## config.mk

```make
export PLATFORM = sky130hd
export DESIGN_NAME = ppm_rx_frame_ctrl
export DESIGN_NICKNAME = d
export VERILOG_FILES = /design/src/rtl/ppm_rx_frame_ctrl.sv
export SDC_FILE = /design/constraint.sdc
export NUM_CORES = 1
export LEC_CHECK = 0
export ABC_AREA = 1
export BUFFER_PORTS_ARGS = -buffer_cell sky130_fd_sc_hd__buf_2
export CAP_MARGIN = 10
export CELL_PAD_IN_SITES_DETAIL_PLACEMENT = 1
export CELL_PAD_IN_SITES_GLOBAL_PLACEMENT = 1
export CORE_ASPECT_RATIO = 1.25
export CORE_MARGIN = 10
export CORE_UTILIZATION = 37
export CTS_CLUSTER_DIAMETER = 30
export CTS_CLUSTER_SIZE = 30
export DETAILED_ROUTE_END_ITERATION = 10
export GPL_ROUTABILITY_DRIVEN = 0
export PLACE_DENSITY = 0.81
export SLEW_MARGIN = 40
export SYNTH_ARGS = -nofsm -noshare
export SYNTH_HDL_FRONTEND = slang
export SYNTH_SLANG_ARGS = --single-unit
```

## constraint.sdc

```tcl
create_clock -name clk -period 1.2 [get_ports clk]
set_input_delay 0.24 -clock clk [delete_from_list [all_inputs] [get_ports clk]]
set_output_delay 0.24 -clock clk [all_outputs]
set_load 0.01 [all_outputs]
```

## src/rtl/ppm_rx_frame_ctrl.sv

```systemverilog
// Frame sequencer for the PPM receive path: SOF detect, symbol slot timing, byte packing and frame classification.
// Optional macro PPM_RX_BYTE_CNT_EN adds the frame_bytes output (bytes delivered in the last finished frame).
module ppm_rx_frame_ctrl #(
    parameter int SLOT_TICKS = 8,
    parameter int MAX_BYTES  = 32,
    parameter int CNT_W      = 6
) (
    input  logic             clk,
    input  logic             rst,
    input  logic             clk16,
    input  logic             din,
    input  logic [2:0]       sym_in,
    input  logic             sym_done_in,
    output logic             state_out,
    output logic [7:0]       byte_out,
    output logic             byte_valid,
    input  logic             byte_ready,
    output logic             frame_active,
    output logic             frame_done,
    output logic             frame_err,
    output logic [1:0]       err_code
`ifdef PPM_RX_BYTE_CNT_EN
    ,
    output logic [CNT_W-1:0] frame_bytes
`endif
);

    localparam int TICK_W = $clog2(SLOT_TICKS);
    localparam logic [TICK_W-1:0] TICK_LAST = TICK_W'(SLOT_TICKS - 1);
    localparam logic [CNT_W-1:0]  MAX_C     = CNT_W'(MAX_BYTES);

    typedef enum logic [1:0] {
        ST_IDLE = 2'd0,
        ST_SOF  = 2'd1,
        ST_RECV = 2'd2,
        ST_END  = 2'd3
    } state_t;

    state_t            state_q, state_d;
    logic              pulse_q, pulse_d;
    logic [TICK_W-1:0] tick_q, tick_d;
    logic              got_q, got_d;
    logic [1:0]        k_q, k_d;
    logic [7:0]        shift_q, shift_d;
    logic              pend_q, pend_d;
    logic [CNT_W-1:0]  cnt_q, cnt_d;
    logic              err_frm_q, err_frm_d;
    logic              err_ovf_q, err_ovf_d;
    logic              err_len_q, err_len_d;
    logic [7:0]        byte_out_q, byte_out_d;
    logic              byte_valid_q, byte_valid_d;
    logic              state_out_q, state_out_d;
    logic              frame_active_q, frame_active_d;
    logic              frame_done_q, frame_done_d;
    logic              frame_err_q, frame_err_d;
    logic [1:0]        err_code_q, err_code_d;
    logic              sym_ok_s;
    logic              accept_s;
`ifdef PPM_RX_BYTE_CNT_EN
    logic [CNT_W-1:0]  frame_bytes_q, frame_bytes_d;
`endif

    // Next-state, datapath and registered-output computation
    always_comb begin
        state_d        = state_q;
        pulse_d        = ~din;
        tick_d         = tick_q;
        got_d          = got_q;
        k_d            = k_q;
        shift_d        = shift_q;
        pend_d         = pend_q;
        cnt_d          = cnt_q;
        err_frm_d      = err_frm_q;
        err_ovf_d      = err_ovf_q;
        err_len_d      = err_len_q;
        byte_out_d     = byte_out_q;
        byte_valid_d   = byte_valid_q;
        state_out_d    = state_out_q;
        frame_active_d = frame_active_q;
        frame_done_d   = 1'b0;
        frame_err_d    = 1'b0;
        err_code_d     = 2'b00;
`ifdef PPM_RX_BYTE_CNT_EN
        frame_bytes_d  = frame_bytes_q;
`endif
        sym_ok_s = sym_done_in && !sym_in[2] && (state_q == ST_RECV);
        accept_s = byte_valid_q && byte_ready;

        if (accept_s) begin
            byte_valid_d = 1'b0;
        end else begin
            byte_valid_d = byte_valid_q;
        end

        // A completed byte reads shift_q, so a symbol stored this cycle cannot corrupt it
        if (pend_q) begin
            pend_d = 1'b0;
            if (cnt_q == MAX_C) begin
                err_len_d = 1'b1;
            end else if (byte_valid_q && !byte_ready) begin
                err_ovf_d = 1'b1;
            end else begin
                byte_out_d   = shift_q;
                byte_valid_d = 1'b1;
                cnt_d        = cnt_q + CNT_W'(1);
            end
        end else begin
            pend_d = 1'b0;
        end

        case (state_q)
            ST_IDLE: begin
                if (clk16 && pulse_q) begin
                    state_d        = ST_SOF;
                    frame_active_d = 1'b1;
                    k_d            = 2'd0;
                    shift_d        = 8'h00;
                    cnt_d          = {CNT_W{1'b0}};
                    got_d          = 1'b0;
                    err_frm_d      = 1'b0;
                    err_ovf_d      = 1'b0;
                    err_len_d      = 1'b0;
                end else begin
                    state_d = ST_IDLE;
                end
            end
            ST_SOF: begin
                if (clk16 && !pulse_q) begin
                    state_d     = ST_RECV;
                    state_out_d = 1'b1;
                    tick_d      = {TICK_W{1'b0}};
                    got_d       = 1'b0;
                end else begin
                    state_d = ST_SOF;
                end
            end
            ST_RECV: begin
                if (sym_ok_s) begin
                    if (got_q) begin
                        err_frm_d = 1'b1;
                    end else begin
                        shift_d[{k_q, 1'b0} +: 2] = sym_in[1:0];
                        got_d = 1'b1;
                        if (k_q == 2'd3) begin
                            pend_d = 1'b1;
                            k_d    = 2'd0;
                        end else begin
                            k_d = k_q + 2'd1;
                        end
                    end
                end else begin
                    got_d = got_q;
                end
                if (clk16) begin
                    if (tick_q == TICK_LAST) begin
                        tick_d = {TICK_W{1'b0}};
                        if (got_q || sym_ok_s) begin
                            got_d = 1'b0;
                        end else begin
                            // Empty slot: frame is over, classify it
                            state_d        = ST_END;
                            state_out_d    = 1'b0;
                            frame_active_d = 1'b0;
`ifdef PPM_RX_BYTE_CNT_EN
                            frame_bytes_d  = cnt_q;
`endif
                            if (err_len_q) begin
                                frame_err_d = 1'b1;
                                err_code_d  = 2'b11;
                            end else if (err_ovf_q) begin
                                frame_err_d = 1'b1;
                                err_code_d  = 2'b10;
                            end else if (err_frm_q || (k_q != 2'd0) || (cnt_q == {CNT_W{1'b0}})) begin
                                frame_err_d = 1'b1;
                                err_code_d  = 2'b01;
                            end else begin
                                frame_done_d = 1'b1;
                            end
                        end
                    end else begin
                        tick_d = tick_q + TICK_W'(1);
                    end
                end else begin
                    tick_d = tick_q;
                end
            end
            ST_END: begin
                state_d = ST_IDLE;
            end
            default: begin
                state_d = ST_IDLE;
            end
        endcase
    end

    // State and output registers with synchronous reset
    always_ff @(posedge clk) begin
        if (rst) begin
            state_q        <= ST_IDLE;
            pulse_q        <= 1'b0;
            tick_q         <= {TICK_W{1'b0}};
            got_q          <= 1'b0;
            k_q            <= 2'd0;
            shift_q        <= 8'h00;
            pend_q         <= 1'b0;
            cnt_q          <= {CNT_W{1'b0}};
            err_frm_q      <= 1'b0;
            err_ovf_q      <= 1'b0;
            err_len_q      <= 1'b0;
            byte_out_q     <= 8'h00;
            byte_valid_q   <= 1'b0;
            state_out_q    <= 1'b0;
            frame_active_q <= 1'b0;
            frame_done_q   <= 1'b0;
            frame_err_q    <= 1'b0;
            err_code_q     <= 2'b00;
`ifdef PPM_RX_BYTE_CNT_EN
            frame_bytes_q  <= {CNT_W{1'b0}};
`endif
        end else begin
            state_q        <= state_d;
            pulse_q        <= pulse_d;
            tick_q         <= tick_d;
            got_q          <= got_d;
            k_q            <= k_d;
            shift_q        <= shift_d;
            pend_q         <= pend_d;
            cnt_q          <= cnt_d;
            err_frm_q      <= err_frm_d;
            err_ovf_q      <= err_ovf_d;
            err_len_q      <= err_len_d;
            byte_out_q     <= byte_out_d;
            byte_valid_q   <= byte_valid_d;
            state_out_q    <= state_out_d;
            frame_active_q <= frame_active_d;
            frame_done_q   <= frame_done_d;
            frame_err_q    <= frame_err_d;
            err_code_q     <= err_code_d;
`ifdef PPM_RX_BYTE_CNT_EN
            frame_bytes_q  <= frame_bytes_d;
`endif
        end
    end

    assign state_out    = state_out_q;
    assign byte_out     = byte_out_q;
    assign byte_valid   = byte_valid_q;
    assign frame_active = frame_active_q;
    assign frame_done   = frame_done_q;
    assign frame_err    = frame_err_q;
    assign err_code     = err_code_q;
`ifdef PPM_RX_BYTE_CNT_EN
    assign frame_bytes  = frame_bytes_q;
`endif

endmodule

```

==> out/metrics.cfg <==
[detailed_routing]
first_pass_iters = 4
drt_iter0_drc = 171
drcViolationCount = 0
num_vias = 2270
wl_per_cell_um = 18.44
via_per_inst = 5.341
drtAntennaViolNets = 0
drt_wl_total_mm = 7.835

[power_and_ir_drop]
netSwitchingFraction_pct = 30.39
powerDensity_mw_per_mm2 = 985.1
combinationalPowerShare_pct = 22.1
p_int_mw = 2.128
power.leakage_nw = 1.296
p_seq_share_pct = 48.3
power.switching_mw = 0.9291
power_frac_clock_pct = 29.5
vdd_drop_max_mv = 0.8026

[layout]
drive_above_1_share_pct = 47.92
nets = 378
area_growth_pct = 52.05
instances_no_fill = 425
n_antenna_cell = 0
fillers = 663

[clock_network]
h-tree-depth = 2
cts.path.max_buffers = 2
clock-root-buffer = clkbuf_8
ctsHoldBuffers = 0
cts_buffers = 5
clkTransAtPathRegs_ps = 80
cts_num_sinks = 42
clk-insertion-delay-late_ps = 300
cts_tree = built

[sta]
finalCriticalPeriod_ps = 1396
setup_tns_ps = -3009
period_share_pct = 116.4
slew_violations = 0
clock.fmax_mhz = 716.2
relSlewSlack_pct = 73.34
skew_ps = 8.341
hold_viol_final = 0
rsz0062_at_grt = true
worstMarginPinSlew_ps = 397.4
final-setup-viol-count = 35
fin_ws_ps = -196.2

[critical_path]
critPathLaunchType = register
worstPathRequired_ps = 1430
arrival_ps = 1630
cp-end-kind = register
crit_type = reg2reg
cp_max_fo = 7

[placement]
pre_cts_ws_ps = -167.6
placed_cells = 402
io_buffers = 23
hpwl_mm = 4.523

[hold_path]
hp-class = in2reg

[synthesis]
synthSimpleGateAreaFrac_pct = 33.78
synth_xor_area_share_pct = 0.4292
avgSynthCellArea_um2 = 7.061
synth.area.mux_share_pct = 0
synth_cell_type_count = 30
synth_top_family_by_area = simple AND/OR/NAND/NOR gates
ys_ff_latch = 42
syn_inst = 289
syn_area_mm2 = 0.002041
yosys_warnings = 0
synth_compound_area_share_pct = 9.503
ys_seq_area_share_pct = 41.20
syn_nets = 306
yosys.area_share.adder_pct = 4.905

[die]
fp.dieArea_mm2 = 0.008904
fp-row-count = 30
fp.dieH_um = 103.0
floorplan.initialDensity_pct = 37.75
core_region_area_mm2 = 0.005405
io_pins = 24
die_w_um = 86.43

[global_routing]
grt_pass1_vias = 2411
grt_overflow = 0
grt_usage_pct = 15.97
antenna_found_initial = 0
grt_pass1_wl_mm = 11.51
grt_max_degree = 12

[outcome]
violations = negative setup slack
status = finished with violations

[job]
cap_violations = 0

[critical path, stage by stage (launching register included)]
cell and delay [ps]:
dfxtp_4 410, nor2_2 50, nand2_1 90, nand2_2 90, nor2_4 230, buf_12 160
buf_4 100, nand3_2 60, a21oi_2 140
[layer usage]
layer / up-vias / wire length (um) / GRT usage (%)
li1: 1079 / - / -
met1: 1110 / 2908 / 16.44
met2: 58 / 4396 / 30.38
met3: 23 / 301 / 3.320
met4: 0 / 229 / 6.367
met5: - / 0 / 0
[cells by family after synthesis]
group / Yosys count
buffers and inverters: 50
and+or+nand+nor: 151
xor gates and xnor gates: 1
adders and majority gates: 8
AOI/OAI and AO/OA: 37
DFF: 42
[power groups by stage]
stage	sequential, mW	clock [mW]	combinational (mW)
global route	1.48	0.980	0.734
detailed placement	1.50	0	0.450
finish	1.48	0.903	0.676
CTS	1.47	0.896	0.558
global placement	1.49	0	0.429
floorplan	1.49	0	0.271
[layout make-up]
cell class | instances | area, um^2 | share of cell area (%)
multi-input combinational | 197 | 1356 | 43.71
sequential | 42 | 859.6 | 27.70
timing repair buffer | 75 | 560.5 | 18.06
inverter | 40 | 170.2 | 5.484
tap | 64 | 80.08 | 2.581
clock buffer | 7 | 76.32 | 2.460
[final timing paths]
check,endpoint,slack (ps),start,depth (start not counted)
setup / recovery,shift_q[1]$_SDFFE_PP0P_,-200,state_q[0]$_SDFFE_PP0P_,8
hold / removal,pulse_q$_SDFF_PP0_,80,din,2
setup reg to reg,shift_q[1]$_SDFFE_PP0P_,-200,state_q[0]$_SDFFE_PP0P_,8
hold reg to reg,byte_out[0]$_SDFFE_PP0P_,460,byte_out[0]$_SDFFE_PP0P_,2
[what timing repair did]
item                                    CTS  global route
setup buffers                             8             7
pin swaps                                27            26
gates cloned                              1             0
gates resized for setup                  71            40
endpoints found under the setup margin   39            41
[sequential cells by signal, indices dropped and copies added (netlist names), 2 cells and up, named ones only]
signal    count
k_q           2
shift_q       8
cnt_q         6
tick_q        3
err_code      2
byte_out      8
[through the flow]
stage | total power [mW] | utilization, % | hold WS [ps] | cell area [um^2]
final | 3.057 | 57.41 | 78.24 | 3103
after global routing | 3.195 | 57.41 | 79.06 | 3103
after floorplan | 1.765 | - | 306.7 | 2095
after CTS | 2.928 | 54.07 | 81.94 | 2923
after global placement | 1.924 | 46.74 | 391.2 | 2526
after detailed placement | 1.948 | 46.74 | 397.1 | 2526
[synth_stat cells (all sizes together)]
master / number / area share (%)
nor4: 1 / 0.31
a21oi: 25 / 6.5
nand2: 67 / 13
nand3b: 1 / 0.37
inv: 39 / 7.3
xor2: 1 / 0.43
clkbuf: 6 / 1.2
nor2: 37 / 7.3
buf: 4 / 1.5
ha: 8 / 4.9
nor3b: 1 / 0.37
or2: 1 / 0.31
nand3: 22 / 6.1
o21ai: 11 / 2.7
a31oi: 1 / 0.31
nand4: 15 / 4.6
nor3: 6 / 1.5
clkinv: 1 / 0.18
dfxtp: 42 / 41
[cell usage in the layout, fill, tap and decap left out, types with 3 or more instances in the layout]
| cell type | count |
|---|---|
| nor2_4 | 5 |
| nand3_2 | 9 |
| nand3_4 | 4 |
| nor2_1 | 25 |
| dfxtp_4 | 3 |
| a21oi_2 | 11 |
| nand2_4 | 8 |
| dfxtp_2 | 6 |
| nor2_2 | 7 |
| nor3_2 | 4 |
| nand2_2 | 14 |
| buf_6 | 8 |
| o21ai_0 | 3 |
| dfxtp_1 | 33 |
| nand3_1 | 9 |
| buf_4 | 42 |
| nand4_1 | 15 |
| nand2_1 | 44 |
| ha_4 | 6 |
| o21ai_1 | 7 |
| a21oi_1 | 14 |
| inv_1 | 27 |
| clkbuf_8 | 5 |
| buf_2 | 23 |
| inv_2 | 8 |
(Power assumes the default switching activity.)
